===== config.mk =====
export PLATFORM = sky130hd
export DESIGN_NAME = wash_cycle_sequencer
export DESIGN_NICKNAME = d
export VERILOG_FILES = /design/src/rtl/wash_cycle_sequencer.sv
export SDC_FILE = /design/constraint.sdc
export NUM_CORES = 1
export LEC_CHECK = 0
export ABC_AREA = 1
export BUFFER_PORTS_ARGS = -buffer_cell sky130_fd_sc_hd__buf_2
export CORE_UTILIZATION = 59
export DETAILED_ROUTE_END_ITERATION = 8
export PLACE_DENSITY = 0.79
export SETUP_SLACK_MARGIN = 0.1
export SLEW_MARGIN = 20
export SYNTH_ARGS = -nofsm -noshare
export SYNTH_HDL_FRONTEND = slang
export SYNTH_SLANG_ARGS = --single-unit
export TNS_END_PERCENT = 20

===== constraint.sdc =====
create_clock -name clk -period 6.51 [get_ports clk]
set_input_delay 0.3255 -clock clk [delete_from_list [all_inputs] [get_ports clk]]
set_output_delay 0.3255 -clock clk [all_outputs]
set_load 0.005 [all_outputs]

===== src/rtl/wash_cycle_sequencer.sv =====
// Laundry wash-cycle sequencer: runs fill / wash / drain / rinse / spin
// phases for the program sold by the credit FSM and drives the valves,
// drum motor and door lock. Phase timing comes from a shared prescaler.
module wash_cycle_sequencer #(
  parameter int unsigned TICK_DIV = 50000000,
  parameter int unsigned WASH_BB  = 6,
  parameter int unsigned WASH_CB  = 8,
  parameter int unsigned WASH_SB  = 12,
  parameter int unsigned RINSE_T  = 4,
  parameter int unsigned SPIN_T   = 5,
  parameter int unsigned SPIN_SB  = 8,
  parameter int unsigned FILL_MAX = 10
) (
  input  logic       clk,
  input  logic       reset,
  input  logic       start,
  input  logic       prog_bb,
  input  logic       prog_cb,
  input  logic       prog_sb,
  input  logic       door_closed,
  input  logic       level_full,
  input  logic       level_empty,
  input  logic       pause,
  output logic       start_ack,
  output logic       busy,
  output logic       door_lock,
  output logic       fill_valve,
  output logic       drain_valve,
  output logic       motor_wash,
  output logic       motor_spin,
  output logic       done,
  output logic       fault,
  output logic [3:0] phase,
  output logic [7:0] remaining
);

  localparam int unsigned PW = $clog2(TICK_DIV);

  typedef enum logic [3:0] {
    S_IDLE   = 4'd0,
    S_FILL   = 4'd1,
    S_WASH   = 4'd2,
    S_DRAIN  = 4'd3,
    S_RFILL  = 4'd4,
    S_RINSE  = 4'd5,
    S_RDRAIN = 4'd6,
    S_SPIN   = 4'd7,
    S_DONE   = 4'd8,
    S_FAULT  = 4'd9
  } state_t;

  typedef enum logic [1:0] {
    P_BB = 2'd0,
    P_CB = 2'd1,
    P_SB = 2'd2
  } prog_t;

  state_t        state_q, state_d;
  prog_t         prog_q, prog_d;
  logic [PW-1:0] presc_q, presc_d;
  logic [7:0]    timer_q, timer_d;
  logic [7:0]    tcnt_q, tcnt_d;
  logic [1:0]    rinse_q, rinse_d;
  logic          ack_q, ack_d;

  logic active, timed, frozen, tick, timeout, phase_end, accept;

  // State and datapath registers with synchronous active-low reset
  always_ff @(posedge clk) begin
    if (!reset) begin
      state_q <= S_IDLE;
      prog_q  <= P_BB;
      presc_q <= '0;
      timer_q <= '0;
      tcnt_q  <= '0;
      rinse_q <= '0;
      ack_q   <= 1'b0;
    end else begin
      state_q <= state_d;
      prog_q  <= prog_d;
      presc_q <= presc_d;
      timer_q <= timer_d;
      tcnt_q  <= tcnt_d;
      rinse_q <= rinse_d;
      ack_q   <= ack_d;
    end
  end

  // Status decode shared by next-state and datapath logic
  always_comb begin
    active    = state_q inside {S_FILL, S_WASH, S_DRAIN, S_RFILL, S_RINSE, S_RDRAIN, S_SPIN};
    timed     = state_q inside {S_WASH, S_RINSE, S_SPIN};
    frozen    = timed && pause;
    tick      = (presc_q == PW'(TICK_DIV - 1));
    timeout   = tick && (tcnt_q == 8'(FILL_MAX - 1));
    phase_end = tick && !frozen && (timer_q == 8'd1);
    accept    = start && door_closed && (prog_bb || prog_cb || prog_sb);
  end

  // Next-state logic; an open door overrides any phase transition
  always_comb begin
    state_d = state_q;
    case (state_q)
      S_IDLE:   if (accept) state_d = S_FILL;
      S_FILL:   if (level_full) state_d = S_WASH;
                else if (timeout) state_d = S_FAULT;
      S_WASH:   if (phase_end) state_d = S_DRAIN;
      S_DRAIN:  if (level_empty) state_d = S_RFILL;
                else if (timeout) state_d = S_FAULT;
      S_RFILL:  if (level_full) state_d = S_RINSE;
                else if (timeout) state_d = S_FAULT;
      S_RINSE:  if (phase_end) state_d = S_RDRAIN;
      S_RDRAIN: if (level_empty) state_d = (rinse_q == 2'd1) ? S_SPIN : S_RFILL;
                else if (timeout) state_d = S_FAULT;
      S_SPIN:   if (phase_end) state_d = S_DONE;
      S_DONE:   if (!door_closed) state_d = S_IDLE;
      S_FAULT:  state_d = S_FAULT;
      default:  state_d = S_IDLE;
    endcase
    if (active && !door_closed) state_d = S_FAULT;
  end

  // Prescaler, phase timer, fill/drain tick counter, program and rinse latches.
  // The timer counts down in timed phases; fill/drain phases use a separate
  // up-counter so remaining can simply mirror the timer.
  always_comb begin
    prog_d  = prog_q;
    presc_d = presc_q;
    timer_d = timer_q;
    tcnt_d  = tcnt_q;
    rinse_d = rinse_q;
    ack_d   = 1'b0;

    if (state_q == S_IDLE && accept) begin
      ack_d   = 1'b1;
      prog_d  = prog_sb ? P_SB : (prog_cb ? P_CB : P_BB);
      rinse_d = (prog_sb || prog_cb) ? 2'd2 : 2'd1;
    end
    if (state_q == S_RDRAIN && level_empty) rinse_d = rinse_q - 2'd1;

    if (active && !frozen) begin
      presc_d = tick ? '0 : presc_q + PW'(1);
      if (tick) begin
        if (timed) timer_d = timer_q - 8'd1;
        else       tcnt_d  = tcnt_q + 8'd1;
      end
    end

    if (state_d != state_q) begin
      presc_d = '0;
      tcnt_d  = '0;
      case (state_d)
        S_WASH:  timer_d = (prog_q == P_SB) ? 8'(WASH_SB) :
                           (prog_q == P_CB) ? 8'(WASH_CB) : 8'(WASH_BB);
        S_RINSE: timer_d = 8'(RINSE_T);
        S_SPIN:  timer_d = (prog_q == P_SB) ? 8'(SPIN_SB) : 8'(SPIN_T);
        default: timer_d = '0;
      endcase
    end
  end

  // Moore output decode; pause only gates the motors, FAULT drains until empty
  always_comb begin
    start_ack   = ack_q;
    phase       = state_q;
    busy        = !(state_q inside {S_IDLE, S_DONE});
    door_lock   = active || (state_q == S_FAULT && !level_empty);
    fill_valve  = state_q inside {S_FILL, S_RFILL};
    drain_valve = (state_q inside {S_DRAIN, S_RDRAIN, S_SPIN}) ||
                  (state_q == S_FAULT && !level_empty);
    motor_wash  = (state_q inside {S_WASH, S_RINSE}) && !pause;
    motor_spin  = (state_q == S_SPIN) && !pause;
    done        = (state_q == S_DONE);
    fault       = (state_q == S_FAULT);
    remaining   = timed ? timer_q : '0;
  end

endmodule


==> results.yml, run 1 <==
power:
  ir_worst_vdd_mv: 0.122
  p_total_uw: 817
  p_per_area_nw_per_um2: 217
  leakage_nw: 1.60
placed_design:
  place_area_um2: 3670
  portBuffers: 30
  dp.cells: 628
  dp_hpwl_um: 6030
  place.gp.congestion: 0.969
logic_synthesis:
  synthFlopType: "dfxtp_1"
  seq_area_frac_synth_pct: 29.3
  synth_most_common_cell: "nand2_1"
  syn_nets: 552
  synth_area_leaders: "dfxtp_1 (29%), nand2_1 (11%), nor2_1 (11%)"
  yosysUniqueCellTypes: 40
  yosys_warnings: 0
  async_reset_ff_share_pct: 0
  synth_edf_count: 0
  yosysTopAreaCell: "dfxtp_1"
  netlist.area_leader.share_pct: 29.3
  postSynthAreaPerCell_um2: 6.52
  synthCells: 534
  synth_common_cells: "nand2_1 (105), nor2_1 (99), inv_1 (62), dfxtp_1 (51), nand3_1 (49)"
  ys_seq_elements: 51
  synth_area_um2: 3480
global_route:
  overflow: 0
  grt_pass1_vias: 3124
  antenna_found_initial: 0
  grt_pass1_wl_um: 13500
  grt_max_degree: 25
  grt_use_total_pct: 27.1
setup_path:
  endpoint_kind: "register"
  crit_arrival_ps: 3010
  path_max_fanout: 15
  crit_required_ps: 6730
  path_class: "reg -> reg"
  critPathLaunchType: "register"
  rr_endpoint: "presc_q[5]"
  reg2reg_setup_slack_ps: 3730
  reg2reg_depth: 15
  rr_startpoint: "presc_q[0]"
die:
  ioPinCount: 31
  start_util_pct: 62.1
  rows: 27
  die_w_um: 78.8
  fp.coreArea_um2: 5610
  die_area_um2: 6210
  die_height_um: 78.8
clock_tree:
  cts_hold_buf: 0
  cts_setup_buffers: 0
  clockRootBuffer: "clkbuf_8"
  cts-buffers-inserted: 5
  cts_htree_levels: 2
  clk_latency_ps: 300
  cts_sinks: 51
  cts_tree: "yes"
  clk_path_buf_depth: 2
  cts_resized: 0
  clkTransAtPathRegs_ps: 90
route:
  drt_pass1_iterations: 5
  drc: 0
  drtIter0Drc: 195
  drtAntennaViolNets: 0
  via_per_inst: 5.37
  routed_wl_um: 7780
  wl_per_cell_um: 12.3
  vias: 3407
cells_and_area:
  nets: 581
  syn2layout_area_growth_pct: 8.30
  layoutNonFillerInstCount: 635
  fin_util_pct: 67.3
  drive_gt1_share_pct: 16.2
  num_antenna_cells: 0
  design_area_um2: 3770
sta:
  period_needed_ps: 2780
  tightest_slew_ps: 509
  setup_viol: 0
  finalHoldViolCount: 0
  relSlewSlack_pct: 65.9
  drv_slew: 0
  final.period_utilization_pct: 42.7
  fmax_mhz: 359
  setup_tns_ps: 0
  skew_ps: 8.04
  rsz0062_at_grt: "no"
hold_path:
  hp-class: "in -> reg"
  min_to: "prog_q[0]"
  hold_depth: 3
  min_from: "prog_cb"
run_status:
  status: "completed"
job:
  cap_violations: 0
==> cell usage in the layout, fill, tap and decap left out, types with 2 or more instances in the layout <==
cell type  netlist  routed
a21oi_1         23      23
a31oi_1          2       2
buf_2            4      30
clkbuf_8         0       5
dfxtp_1         51      51
ha_1             8       8
inv_1           62      62
inv_2            9       9
nand2_1        105     105
nand2_2         11      11
nand2_4          4       4
nand3_1         49      49
nand3_2          3       3
nand3b_1         2       2
nand4_1         19      19
nor2_1          99      99
nor2_2           9       9
nor2_4           2       2
nor3_1          11      11
nor3_2           6       6
nor3_4           2       2
nor3b_1          4       4
nor3b_2          2       2
nor4_1           2       2
o211ai_1         2       2
o21ai_0          8       8
o22ai_1          2       2
or2_2            2       2
xnor2_1          4       4
xor2_1          15      15
==> through the flow <==
stage          setup slack, ps  hold slack (ps)
4_1_cts                   3740              280
5_1_grt                   3440              327
3_3_place_gp              3780              454
6_report                  3730              292
2_1_floorplan             4390              434
3_5_place_dp              3740              462
==> worst max path at each step <==
| stage | start | end | slack, ps | cells past startpoint |
|---|---|---|---|---|
| after detailed placement | presc_q[0] | presc_q[5] | 3740 | 15 |
| final | presc_q[0] | presc_q[5] | 3730 | 15 |
| after global placement | presc_q[0] | presc_q[5] | 3780 | 15 |
| after global routing | presc_q[0] | presc_q[5] | 3440 | 19 |
| after floorplan | presc_q[0] | presc_q[24] | 4390 | 20 |
| after CTS | presc_q[0] | presc_q[5] | 3740 | 15 |
==> cell type report <==
cell class,count,area [um^2]
Multi-Input combinational cell,403,2140
Fill cell,547,1840
Sequential cell,51,1020
Inverter,72,270
Timing Repair Buffer,30,150
Tap cell,72,90.1
Clock buffer,6,72.6
Clock inverter,1,30.0
==> power by group <==
group / leakage [nW] / internal, mW / switching (mW)
sequential: 0.412 / 0.327 / 0.0138
clock: 0.0513 / 0.113 / 0.103
combinational: 1.14 / 0.0874 / 0.173
total: 1.60 / 0.527 / 0.290
==> worst max-delay path: stages, from the launching register on <==
cell and delay, ps:
dfxtp_1 400, ha_1 190, inv_1 100, nor2_1 150
nand2_1 70, nor2_1 110, nand3_1 180, a21boi_2 230
nor2_4 70, nand2_1 100, nand2_1 70, nand2_2 140
nand2_4 80, nor2_8 210, nand3_1 380, nor3_1 240
==> state kept, by name, indices dropped and copies added, names as in the netlist <==
name and count:
timer_q 8, presc_q 26, phase 4, prog_q 2, rinse_q 2, tcnt_q 8
start_ack 1
==> per-layer routing <==
metal	track usage (%)	vias to the layer above	wire length, um
met5	0	-	0
met4	8.91	0	139
met3	4.25	14	348
met2	44.3	80	3510
met1	36.3	1533	3780
li1	-	1780	-
==> logic make-up (layout without fill, tap and decap cells) <==
kind of cell             count (synthesis)  in the layout  share of synthesized area [%]
AO/OA/AOI/OAI                           42             42                           7.00
XOR/XNOR                                19             19                           4.78
adder cells (fa/ha/maj)                  8              8                           2.87
buffers and inverters                   80            109                           9.30
flip-flops                              51             51                           29.3
AND/OR/NAND/NOR                        334            334                           46.7
Power figures use the tool's default switching activity.
==> run 2: changes to the inputs <==
--- a/config.mk
+++ b/config.mk
@@ -7,9 +7,9 @@
 export LEC_CHECK = 0
 export ABC_AREA = 1
 export BUFFER_PORTS_ARGS = -buffer_cell sky130_fd_sc_hd__buf_2
-export CORE_UTILIZATION = 59
+export CORE_UTILIZATION = 54
 export DETAILED_ROUTE_END_ITERATION = 8
-export PLACE_DENSITY = 0.79
+export PLACE_DENSITY = 0.76
 export SETUP_SLACK_MARGIN = 0.1
 export SLEW_MARGIN = 20
 export SYNTH_ARGS = -nofsm -noshare
==> constraint.sdc (replaced) <==
create_clock -name clk -period 2.2 [get_ports clk]
set_input_delay 0.11 -clock clk [delete_from_list [all_inputs] [get_ports clk]]
set_output_delay 0.11 -clock clk [all_outputs]
set_load 0.005 [all_outputs]
==> run 2 against run 1 <==
  * The flow now finishes with violations (setup timing)
  * Sequential power rose to 2.9 times the previous value
  * Global-route usage increased by 1.8 points
  * Sequential share of layout area decreased by 5.0 points
  * First-iteration DRC count grew 36%
  * Wire length rose by 25%
==> results.yml, run 2 (synthesis gave the netlist of run 1 again) <==
run_status:
  status: "complete, but fails checks"
  violations: "setup timing"
sta:
  finalWorstSetupSlack_ps: -198
  setup_tns_ps: -6640
  final.period_utilization_pct: 109
  period_needed_ps: 2400
  fmax_mhz: 417
  rsz0062_at_grt: "yes"
  finalHoldViolCount: 0
  setup_viol: 42
  drv_slew: 0
  skew_ps: 13.6
  relSlewSlack_pct: 71.4
  tightest_slew_ps: 429
  holdWs_ps: 44.7
die:
  die_height_um: 82.3
  start_util_pct: 57.5
  fp.coreArea_um2: 6060
  rows: 28
  ioPinCount: 31
  die_w_um: 82.3
  die_area_um2: 6780
route:
  drtIter0Drc: 265
  drtAntennaViolNets: 0
  drc: 0
  wl_per_cell_um: 13.3
  via_per_inst: 5.35
  routed_wl_um: 9730
  vias: 3929
  drt_pass1_iterations: 6
setup_path:
  rr_startpoint: "presc_q[1]"
  critPathLaunchType: "register"
  reg2reg_setup_slack_ps: -200
  path_class: "reg -> reg"
  crit_arrival_ps: 2640
  path_max_fanout: 12
  reg2reg_depth: 18
  crit_required_ps: 2440
  endpoint_kind: "register"
  rr_endpoint: "presc_q[15]"
power:
  p_per_area_nw_per_um2: 590
  ir_worst_vdd_mv: 0.552
  leakage_nw: 2.12
placed_design:
  portBuffers: 30
  place.gp.congestion: 1.00
  dp_hpwl_um: 7370
hold_path:
  min_to: "prog_q[0]"
  hold_depth: 3
  min_from: "prog_cb"
  hp-class: "in -> reg"
clock_tree:
  clk_path_buf_depth: 2
  cts_htree_levels: 2
  cts_sinks: 51
  clk_latency_ps: 320
  cts-buffers-inserted: 5
  clockRootBuffer: "clkbuf_8"
  clkTransAtPathRegs_ps: 110
  cts_tree: "yes"
cells_and_area:
  top_register: "presc_q"
  layout_commonest_cell: "nand2_1"
  n_fill_cell: 482
  drive_gt1_share_pct: 32.6
  nets: 676
  syn2layout_area_growth_pct: 33.7
  fin_util_pct: 76.8
  largest_register_ffs: 26
  num_antenna_cells: 0
  final_cell_mix: "nand2_1 (102), nor2_1 (94), buf_4 (90)"
  reg_top3: "presc_q x26, tcnt_q x8, timer_q x8"
global_route:
  met3_usage_pct: 5.27
  grt_pass1_vias: 3568
  antenna_found_initial: 0
  grt_util_met1_pct: 35.6
  overflow: 0
  grt_use_total_pct: 28.9
  grt_pass1_wl_um: 15100
  grt_max_degree: 17
  grt_use_met2_pct: 49.5
  gr-max-usage-layer: "met2"
job:
  cap_violations: 0
## run 2: changes by cell type in the layout (fill, tap and decap cells not counted), moves of 4 or more
| cell | previous run | this run |
|---|---|---|
| buf_4 | 0 | 90 |
| nand3_1 | 49 | 43 |
| nand3_2 | 3 | 9 |
| nor2_1 | 99 | 94 |
| dfxtp_1 | 51 | 47 |
| dfxtp_2 | 0 | 4 |
| nor3b_1 | 4 | 0 |
| nor3b_2 | 2 | 6 |
## run 2: critical path: stages, from the launching register on
cell and delay, ps:
dfxtp_2 370, ha_4 140, nand2_2 50, inv_2 50
nand2_1 50, nor2_1 120, nand2_1 100, nor2_4 210
nand2_2 90, nand2_2 90, nand3_2 80, nor2_4 160
nand3_2 90, nand2_2 110, nand2_4 70, nor2_8 160
buf_12 130, nand2_8 90, nor3b_2 170
## run 2: final cells by class
type                            instances  area [um^2]  area share [%]
Inverter                               72          270            5.80
Clock inverter                          2         16.3           0.349
Timing Repair Buffer                  124          888            19.1
Sequential cell                        51         1030            22.0
Clock buffer                            6         72.6            1.56
Tap cell                               75         93.8            2.02
Multi-Input combinational cell        404         2290            49.2
## run 2: routing by layer
layer	routed length, um	vias to the layer above
li1	-	1968
met1	4250	1802
met2	4750	134
met3	534	25
met4	197	0
met5	0	-
## run 2: what timing repair did
item                                    4_1_cts  5_1_grt
endpoints found under the setup margin       42       43
resized for setup                            18       19
hold buffers                                  0        0
pin swaps                                     8       16
endpoints found under the hold margin         0        0
setup buffers                                 5        3
gates cloned                                  2        0
## run 2: power breakdown
part / switching (mW) / internal, mW / total (mW) / leakage (nW)
logic: 0.661 / 0.516 / 1.18 / 1.67
clock network: 0.336 / 0.230 / 0.566 / 0.0418
registers: 0.0349 / 0.968 / 1.00 / 0.414
## run 2: worst max-delay path by stage
stage / from / to / slack (ps) / cells after the start
final: presc_q[1] / presc_q[15] / -200 / 18
after global routing: presc_q[1] / timer_q[3] / -380 / 19
after CTS: presc_q[0] / presc_q[5] / -150 / 18
after detailed placement: presc_q[1] / presc_q[2] / -210 / 15
after global placement: presc_q[1] / timer_q[3] / -80 / 17
after floorplan: presc_q[0] / presc_q[24] / 90 / 20
## run 2: per-stage QoR
| step | std cells | total power [mW] | instance area (um^2) | worst slack, ps |
|---|---|---|---|---|
| 4_1_cts | 732 | 2.65 | 4560 | -154 |
| 5_1_grt | 734 | 2.91 | 4660 | -379 |
| 2_1_floorplan | 534 | 1.67 | 3480 | 87.1 |
| 3_5_place_dp | 717 | 1.98 | 4320 | -207 |
| 3_3_place_gp | 717 | 1.95 | 4320 | -76.2 |
| 6_report | 734 | 2.75 | 4660 | -198 |
